### src/rtl/avalon_nibble_mult_sequencer_pkg.sv
// avalon_nibble_mult_sequencer_pkg
//   Shared definitions for the nibble-serial multiply sequencer:
//   Avalon register addresses, CSR bit positions and the FSM state encoding.
package avalon_nibble_mult_sequencer_pkg;

  // Register map
  localparam logic [1:0] ADDR_A      = 2'd0;
  localparam logic [1:0] ADDR_B      = 2'd1;
  localparam logic [1:0] ADDR_CSR    = 2'd2;
  localparam logic [1:0] ADDR_RESULT = 2'd3;

  // CSR bit positions (START on write, BUSY/DONE on read)
  localparam int CSR_START = 0;
  localparam int CSR_BUSY  = 0;
  localparam int CSR_DONE  = 1;

  // Sequencer states
  typedef enum logic [1:0] {
    IDLE = 2'd0,
    RUN  = 2'd1,
    DONE = 2'd2
  } state_t;

endpackage

### src/rtl/avalon_nibble_mult_sequencer.sv
// avalon_nibble_mult_sequencer
//   Avalon-MM slave computing a WIDTH x WIDTH unsigned product by feeding one
//   nibble pair per cycle to an external combinational 4x4 multiplier and
//   accumulating the shifted partial products (N*N cycles, N = WIDTH/4).
//
// Ports:
//   iClk, iReset_n          clock, asynchronous active-low reset
//   iChipSelect_n, iWrite_n, iRead_n, iAddress, iData
//                           Avalon-MM slave request (strobes active low)
//   oData                   registered read data (1-cycle latency)
//   oMulA, oMulB            nibble operands to the external 4x4 multiplier
//   iMulZ                   8-bit product back from the multiplier (same cycle)
//   oDone                   level copy of the status done bit
module avalon_nibble_mult_sequencer
  import avalon_nibble_mult_sequencer_pkg::*;
#(
  parameter int WIDTH = 16
) (
  input  logic        iClk,
  input  logic        iReset_n,
  input  logic        iChipSelect_n,
  input  logic        iWrite_n,
  input  logic        iRead_n,
  input  logic [1:0]  iAddress,
  input  logic [31:0] iData,
  output logic [31:0] oData,
  output logic [3:0]  oMulA,
  output logic [3:0]  oMulB,
  input  logic [7:0]  iMulZ,
  output logic        oDone
);

  localparam int N  = WIDTH / 4;
  localparam int IW = (N > 1) ? $clog2(N) : 1;
  localparam int RW = 2 * WIDTH;
  localparam logic [IW-1:0] LAST = IW'(N - 1);

  state_t          state;
  state_t          stateNext;
  logic [WIDTH-1:0] regA;
  logic [WIDTH-1:0] regB;
  logic [RW-1:0]   acc;
  logic [IW-1:0]   idxI;
  logic [IW-1:0]   idxJ;

  logic            wrEn;
  logic            rdEn;
  logic            startReq;
  logic            busy;
  logic            done;
  logic            lastPair;
  logic [IW:0]     nibSum;
  logic [IW+2:0]   shiftAmt;
  logic [RW-1:0]   partial;
  logic [31:0]     readMux;

  // A write wins over a simultaneous read; the read is then dropped.
  assign wrEn     = ~iChipSelect_n & ~iWrite_n;
  assign rdEn     = ~iChipSelect_n & ~iRead_n & ~wrEn;
  assign startReq = wrEn && (iAddress == ADDR_CSR) && iData[CSR_START];
  assign busy     = (state == RUN);
  assign done     = (state == DONE);
  assign oDone    = done;
  assign lastPair = (idxI == LAST) && (idxJ == LAST);

  // Partial product weight is 16^(i+j), i.e. a shift of 4*(i+j) bits.
  assign nibSum   = {1'b0, idxI} + {1'b0, idxJ};
  assign shiftAmt = {nibSum, 2'b00};
  assign partial  = RW'(iMulZ) << shiftAmt;

  // Next-state logic: start is only honoured from IDLE or DONE.
  always_comb begin
    stateNext = state;
    case (state)
      IDLE, DONE: begin
        if (startReq) stateNext = RUN;
        else          stateNext = state;
      end
      RUN: begin
        if (lastPair) stateNext = DONE;
        else          stateNext = RUN;
      end
      default: stateNext = IDLE;
    endcase
  end

  // Nibble operand selection; multiplier inputs are parked at zero outside RUN.
  always_comb begin
    oMulA = 4'd0;
    oMulB = 4'd0;
    if (busy) begin
      oMulA = regA[{idxI, 2'b00} +: 4];
      oMulB = regB[{idxJ, 2'b00} +: 4];
    end else begin
      oMulA = 4'd0;
      oMulB = 4'd0;
    end
  end

  // Read data selection, operands and result zero-extended to 32 bits.
  always_comb begin
    readMux = 32'd0;
    case (iAddress)
      ADDR_A:      readMux = 32'(regA);
      ADDR_B:      readMux = 32'(regB);
      ADDR_CSR:    readMux = {30'd0, done, busy};
      ADDR_RESULT: readMux = 32'(acc);
      default:     readMux = 32'd0;
    endcase
  end

  // FSM state register.
  always_ff @(posedge iClk or negedge iReset_n) begin
    if (!iReset_n) state <= IDLE;
    else           state <= stateNext;
  end

  // Operand registers; frozen while a multiplication is running.
  always_ff @(posedge iClk or negedge iReset_n) begin
    if (!iReset_n) begin
      regA <= '0;
      regB <= '0;
    end else if (wrEn && !busy) begin
      case (iAddress)
        ADDR_A:  regA <= iData[WIDTH-1:0];
        ADDR_B:  regB <= iData[WIDTH-1:0];
        default: ;
      endcase
    end
  end

  // Accumulator and nibble indices: j is the inner loop, i the outer one.
  always_ff @(posedge iClk or negedge iReset_n) begin
    if (!iReset_n) begin
      acc  <= '0;
      idxI <= '0;
      idxJ <= '0;
    end else if (startReq && !busy) begin
      acc  <= '0;
      idxI <= '0;
      idxJ <= '0;
    end else if (busy) begin
      acc <= acc + partial;
      if (idxJ == LAST) begin
        idxJ <= '0;
        idxI <= idxI + 1'b1;
      end else begin
        idxJ <= idxJ + 1'b1;
      end
    end
  end

  // Registered read data; holds when no read is accepted.
  always_ff @(posedge iClk or negedge iReset_n) begin
    if (!iReset_n)  oData <= 32'd0;
    else if (rdEn)  oData <= readMux;
  end

endmodule
### config.mk
export PLATFORM = sky130hd
export DESIGN_NAME = avalon_nibble_mult_sequencer
export DESIGN_NICKNAME = d
export VERILOG_FILES = /design/src/rtl/avalon_nibble_mult_sequencer_pkg.sv /design/src/rtl/avalon_nibble_mult_sequencer.sv
export SDC_FILE = /design/constraint.sdc
export NUM_CORES = 1
export LEC_CHECK = 0
export BUFFER_PORTS_ARGS = -buffer_cell sky130_fd_sc_hd__buf_2
export CAP_MARGIN = 0
export CORE_UTILIZATION = 50
export DETAILED_ROUTE_END_ITERATION = 12
export PLACE_DENSITY = 0.71
export SLEW_MARGIN = 40
export SYNTH_ARGS = -nofsm -noshare
export SYNTH_HDL_FRONTEND = slang
export SYNTH_SLANG_ARGS = --single-unit
### constraint.sdc
create_clock -name iClk -period 4.8 [get_ports iClk]
set_input_delay 1.44 -clock iClk [delete_from_list [all_inputs] [get_ports iClk]]
set_output_delay 1.44 -clock iClk [all_outputs]
set_load 0.01 [all_outputs]
### Yosys cells after proc, flatten, opt, wreduce, memory -nomap -nowiden

Cells that the tools add are included.

* memory bits (read-only): 0
* memory bits (writable): 0
* memories: 0
* flip-flop bits (word level): 102
* latch bits: 0
* output and inout port bits: 41
* input bits: 47

* add/subtract/negate cells: 4
* multiplexer cells: 14
* bitwise operators: 7
* shifts and indexed selects: 3
* divide/modulo/power cells: 0
* magnitude comparators: 0
* multiply operators: 0
* equal/unequal tests: 8
* reduce and logical (&&, ||, !) cells: 14

Operators by type and width (number)
* one-hot mux 32 bit (4 select lines): 1
* 2-to-1 mux 32 bit: 2
* adder 32 bit: 1
* indexed part select 16 x 5 -> 4 bit: 2
* << shifter 8 x 5 -> 32 bit: 1
* 2-to-1 mux 2 bit: 8
* equality test 2 bit (second input constant): 5
* 2-to-1 mux 4 bit: 2
* AND reduction 2 bit: 3
* logical AND 1 bit: 5
* adder 2 x 1 -> 2 bit (second input constant): 2
* equality test 2 x 1 -> 1 bit (second input constant): 2
* zero test 2 bit: 2
* inverter 1 bit: 4
* one-hot mux 2 bit (2 select lines): 1
* nonzero test 2 bit: 2
* adder 2 x 2 -> 3 bit: 1
* AND 1 bit: 3
* != test 2 bit (second input constant): 1
* OR reduction 2 bit: 1
* zero test 1 bit: 1

### Depth between registers and ports, before layout

* word-level depth: 7
* mapped depth: 18
* mapped depth without buffers: 17

### Least setup slack after synthesis

Ideal clock, no wire load.

* kind: reg2reg
* start point: register idxI[0]
* end point: register acc[29]
* buffers on the path: 1
* required time: 4.732 ns
* library setup time: 0.068 ns
* data arrival time: 4.104 ns
* cell stages (with the launch flop): 18
* setup slack: 0.628 ns
* cell sequence: dfrtp_1 > ha_1 > inv_1 > fa_1 > clkbuf_1 > nor2_1 > a22oi_1 > nor2b_1 > ha_1 > a21o_1 > a21o_1 > a221oi_4 > o22ai_2 > a211o_1 > a31oi_4 > o21bai_2 > a311o_1 > nand3_1

* cells in the longest elaborated chain, start to end: 5

RTL lines
* start, declared: line avalon_nibble_mult_sequencer.sv:43 `logic [IW-1:0] idxI;`
* start signal, assigned: line avalon_nibble_mult_sequencer.sv:146 `idxI <= idxI + 1'b1;`
* adder 2 x 2 -> 3 bit: line avalon_nibble_mult_sequencer.sv:67 `assign nibSum = {1'b0, idxI} + {1'b0, idxJ};`
* << shifter 8 x 5 -> 32 bit: line avalon_nibble_mult_sequencer.sv:69 `assign partial = RW'(iMulZ) << shiftAmt;`
* adder 32 bit: line avalon_nibble_mult_sequencer.sv:143 `acc <= acc + partial;`
* 2-to-1 mux 32 bit: line avalon_nibble_mult_sequencer.sv:142 `end else if (busy) begin`
* 2-to-1 mux 32 bit: line avalon_nibble_mult_sequencer.sv:138 `end else if (startReq && !busy) begin`
* end signal, assigned: line avalon_nibble_mult_sequencer.sv:143
* end, declared: line avalon_nibble_mult_sequencer.sv:42 `logic [RW-1:0] acc;`

No other way between the ends. The select of a mux whose other input is x is not followed.
A chain may end at the register's enable or synchronous reset.

### Final worst setup path

* start point: register idxI[0]
* end point: register acc[24]

The elaborated chain is that of the path after synthesis.

==> impl_metrics.env <==
export IMPL_grt_start_max_net_pins=77
export IMPL_cts_setup_buffers=0
export IMPL_hold_depth=2
export IMPL_die_h_um=115
export IMPL_finalSetupTns_ns=0
export IMPL_relSlewSlack=0.537
export IMPL_die_x_um=115
export IMPL_clk_path_buf_depth=2
export IMPL_synthAdderAreaFrac=0.0752
export IMPL_rsz0062_at_grt="false"
export IMPL_gp_congestion=0.888
export IMPL_synth_warnings=0
export IMPL_ant_nets=0
export IMPL_max_freq_mhz=225
export IMPL_antenna_found_initial=0
export IMPL_syn_to_final_growth_pct=14.8
export IMPL_nets=807
export IMPL_numCtsBuffers=9
export IMPL_crit_chain="ha_1 > inv_1 > fa_1 > nor2b_1 > and3_1 > ha_1 > inv_1 > fa_1 > nor2b_1 > o31ai_1 > a21oi_1 > o31a_1 > o221ai_2 > o21ai_1 > a21oi_1 > mux2i_1 > a311o_1"
export IMPL_h_tree_depth=3
export IMPL_syn_cell_area_um2=6350
export IMPL_cp_start_kind="flip-flop"
export IMPL_setup_viol=0
export IMPL_drive_gt1_frac=0.245
export IMPL_die_area_um2=13200
export IMPL_io_pins=88
export IMPL_num_vias=5284
export IMPL_synth_seq_cells=102
export IMPL_dp_hpwl_mm=12.1
export IMPL_min_to="oData[21]"
export IMPL_holdBufCountCts=0
export IMPL_tightest_slew_ns=0.694
export IMPL_final_hold_viol_count=0
export IMPL_synth_xor_area_frac=0.0372
export IMPL_clk_pin_slew_ns=0.08
export IMPL_rr_endpoint="acc[24]"
export IMPL_first_pass_iters=5
export IMPL_cts_resized=0
export IMPL_wire_per_inst_um=18.5
export IMPL_synth_flop_cell="dfrtp_1"
export IMPL_fin_crit_sh=0.925
export IMPL_leakagePower_uw=0.00332
export IMPL_vias_per_cell=5.90
export IMPL_synth_top_family_by_area="compound AO/OA/AOI/OAI gates"
export IMPL_grt_pass1_wl_mm=26.3
export IMPL_status="completed"
export IMPL_cp_max_fo=6
export IMPL_finClkSkew_ns=0.0123
export IMPL_syn_avg_cell_area_um2=9.75
export IMPL_drtIter0Drc=377
export IMPL_slowest_delay_ns=0.51
export IMPL_crit_buf_inv=2
export IMPL_ir_worst_vdd_mv=0.279
export IMPL_cp_data_arrival_time_ns=4.68
export IMPL_drc_errors=0
export IMPL_post_route_min_period_ns=4.44
export IMPL_synthMuxAreaShare=0.130
export IMPL_design_core_area_um2=12200
export IMPL_start_util=0.520
export IMPL_cts_tree="built"
export IMPL_io_buffers=71
export IMPL_crit_type="reg2reg"
export IMPL_reg2regPathDepth=17
export IMPL_diodes=0
export IMPL_syn_num_nets=736
export IMPL_hold_path_class="reg2reg"
export IMPL_clock_latency_ns=0.36
export IMPL_whs_ns=0.473
export IMPL_r2r_start="idxI[0]"
export IMPL_async_flop_share=1.00
export IMPL_drt_wl_total_mm=16.5
export IMPL_synth_compound_area_frac=0.187
export IMPL_worstHoldStart="oData[21]"
export IMPL_crit_family="compound AO/OA/AOI/OAI gates"
export IMPL_rrSetupSlack_ns=0.36
export IMPL_maxCapViolations=0
export IMPL_grt_pass1_vias=5012
export IMPL_synth_simple_gate_area_frac=0.142
export IMPL_track_usage=0.261
export IMPL_rows=40
export IMPL_synth_edf_count=0
export IMPL_ys_types=55
export IMPL_cp_end_kind="flip-flop"
export IMPL_drv_slew=0
export IMPL_grt_ovfl_total=0
export IMPL_cts_root_buffer="clkbuf_16"
export IMPL_cpMaxStageDelayCell="fa_1"
export IMPL_clock_sinks=102
export IMPL_synthCells=652
export IMPL_worstPathRequired_ns=5.04
export IMPL_power_density_nw_per_um2=608
export IMPL_synth_seq_area_share=0.402
per-stage QoR:
step           utilization  area (um2)  cells  setup WS (ns)  power [uW]
2_1_floorplan            -        6350    652          0.628        2970
3_3_place_gp         0.571        6980    880          0.281        3550
3_5_place_dp         0.572        6990    880          0.178        3640
4_1_cts              0.597        7290    895          0.419        4420
5_1_grt              0.598        7300    895         0.0797        4740
6_report             0.598        7300    895          0.358        4440
power by group:
| part | internal, uW | switching [uW] | total [uW] |
|---|---|---|---|
| logic | 1000 | 1260 | 2270 |
| registers | 1150 | 259 | 1400 |
| clock network | 411 | 354 | 766 |
| total | 2560 | 1880 | 4440 |
routing by layer:
metal  vias up  track usage  wire length, um
li1       2519            -                -
met1      2563        0.375             7660
met2       182        0.412             7610
met3        20       0.0395             1010
met4         0       0.0745              247
met5         -            0                0
synth_stat cells (2+ instances only):
cell / number / share of area
nand3b_1: 3 / 0.0035
dfrtp_1: 102 / 0.40
a21oi_1: 31 / 0.024
o22ai_1: 4 / 0.0039
xor2_1: 14 / 0.019
mux2_2: 48 / 0.085
nand3_1: 22 / 0.017
nand2_1: 89 / 0.053
mux4_2: 10 / 0.035
a211o_1: 2 / 0.0028
fa_1: 2 / 0.0063
a22o_1: 5 / 0.0069
nand2b_1: 5 / 0.0049
xnor2_1: 13 / 0.018
nor2_1: 33 / 0.019
o21bai_1: 6 / 0.0071
nor3_1: 7 / 0.0055
a22oi_1: 20 / 0.024
or3_1: 4 / 0.0039
a32o_1: 2 / 0.0032
a31oi_1: 3 / 0.0030
buf_1: 2 / 0.0012
o31ai_1: 5 / 0.0059
a21o_1: 7 / 0.0083
nor2b_1: 13 / 0.013
ha_1: 35 / 0.069
nor3b_1: 2 / 0.0024
and2_1: 12 / 0.012
and3_1: 5 / 0.0049
clkbuf_1: 30 / 0.018
a311o_1: 2 / 0.0032
o221ai_1: 2 / 0.0028
inv_1: 13 / 0.0077
o21ai_0: 67 / 0.053
mux2i_1: 6 / 0.0095
o21a_1: 3 / 0.0035
o211ai_1: 3 / 0.0035
nand4_1: 2 / 0.0020
a211oi_1: 2 / 0.0024
layout by cell type (no fill, tap or decap), types with 3 or more instances in the layout:
| cell | synthesis | routed |
|---|---|---|
| a22o_1 | 5 | 5 |
| mux4_2 | 10 | 10 |
| mux2_2 | 48 | 48 |
| or3_1 | 4 | 4 |
| o21a_1 | 3 | 3 |
| nor2_1 | 33 | 32 |
| a21o_1 | 7 | 7 |
| clkbuf_16 | 0 | 9 |
| a21oi_1 | 31 | 31 |
| inv_1 | 13 | 13 |
| o22ai_1 | 4 | 4 |
| and2_1 | 12 | 12 |
| nor3_1 | 7 | 6 |
| nand2b_1 | 5 | 5 |
| buf_2 | 0 | 70 |
| xor2_1 | 14 | 14 |
| buf_4 | 0 | 21 |
| o31ai_1 | 5 | 5 |
| nand2_1 | 89 | 88 |
| a31oi_1 | 3 | 3 |
| ha_1 | 35 | 35 |
| mux2i_1 | 6 | 6 |
| xnor2_1 | 13 | 13 |
| a22oi_1 | 20 | 20 |
| o211ai_1 | 3 | 3 |
| dfrtp_1 | 102 | 102 |
| o21ai_0 | 67 | 67 |
| and3_1 | 5 | 5 |
| nor2b_1 | 13 | 12 |
| nand3b_1 | 3 | 3 |
| nand3_1 | 22 | 22 |
| o21bai_1 | 6 | 6 |
cells by family after synthesis:
group | count (synthesis)
and+or+nand+nor | 198
DFF | 102
xor gates and xnor gates | 27
muxes | 64
adders and majority gates | 37
AOI/OAI and AO/OA | 179
buffers and inverters | 45
cell type report:
type | count | area, um2
Clock buffer | 9 | 225
Multi-Input combinational cell | 505 | 3660
Timing Repair Buffer | 92 | 519
Clock inverter | 6 | 80.1
Sequential cell | 102 | 2550
Tap cell | 168 | 210
Fill cell | 1106 | 4910
Inverter | 13 | 48.8
worst register-to-register path, cell delays in order, from the launching register on:
cell and delay, ns:
dfrtp_1 0.37, ha_1 0.16, inv_1 0.05, fa_1 0.52, nor2b_1 0.31, and3_1 0.22
ha_1 0.20, inv_1 0.07, fa_1 0.41, nor2b_1 0.18, o31ai_1 0.12, a21oi_1 0.32
o31a_1 0.26, o221ai_2 0.13, o21ai_1 0.44, a21oi_1 0.16, mux2i_1 0.14, a311o_1 0.28
worst max path at each step:
stage	from	endpoint	slack, ns	cells after the start
2_1_floorplan	idxI[0]	acc[29]	0.63	17
3_3_place_gp	iMulZ[2]	acc[24]	0.28	13
3_5_place_dp	iMulZ[2]	acc[24]	0.18	13
4_1_cts	idxI[0]	acc[24]	0.42	17
5_1_grt	idxI[0]	acc[24]	0.08	17
6_report	idxI[0]	acc[24]	0.36	17
sequential cells by signal, indices dropped and copies added (netlist names):
signal / count
acc: 32
idxI: 2
idxJ: 2
oData: 32
regA: 16
regB: 16
state: 2
Note: power is estimated with default switching activity, not from simulation.
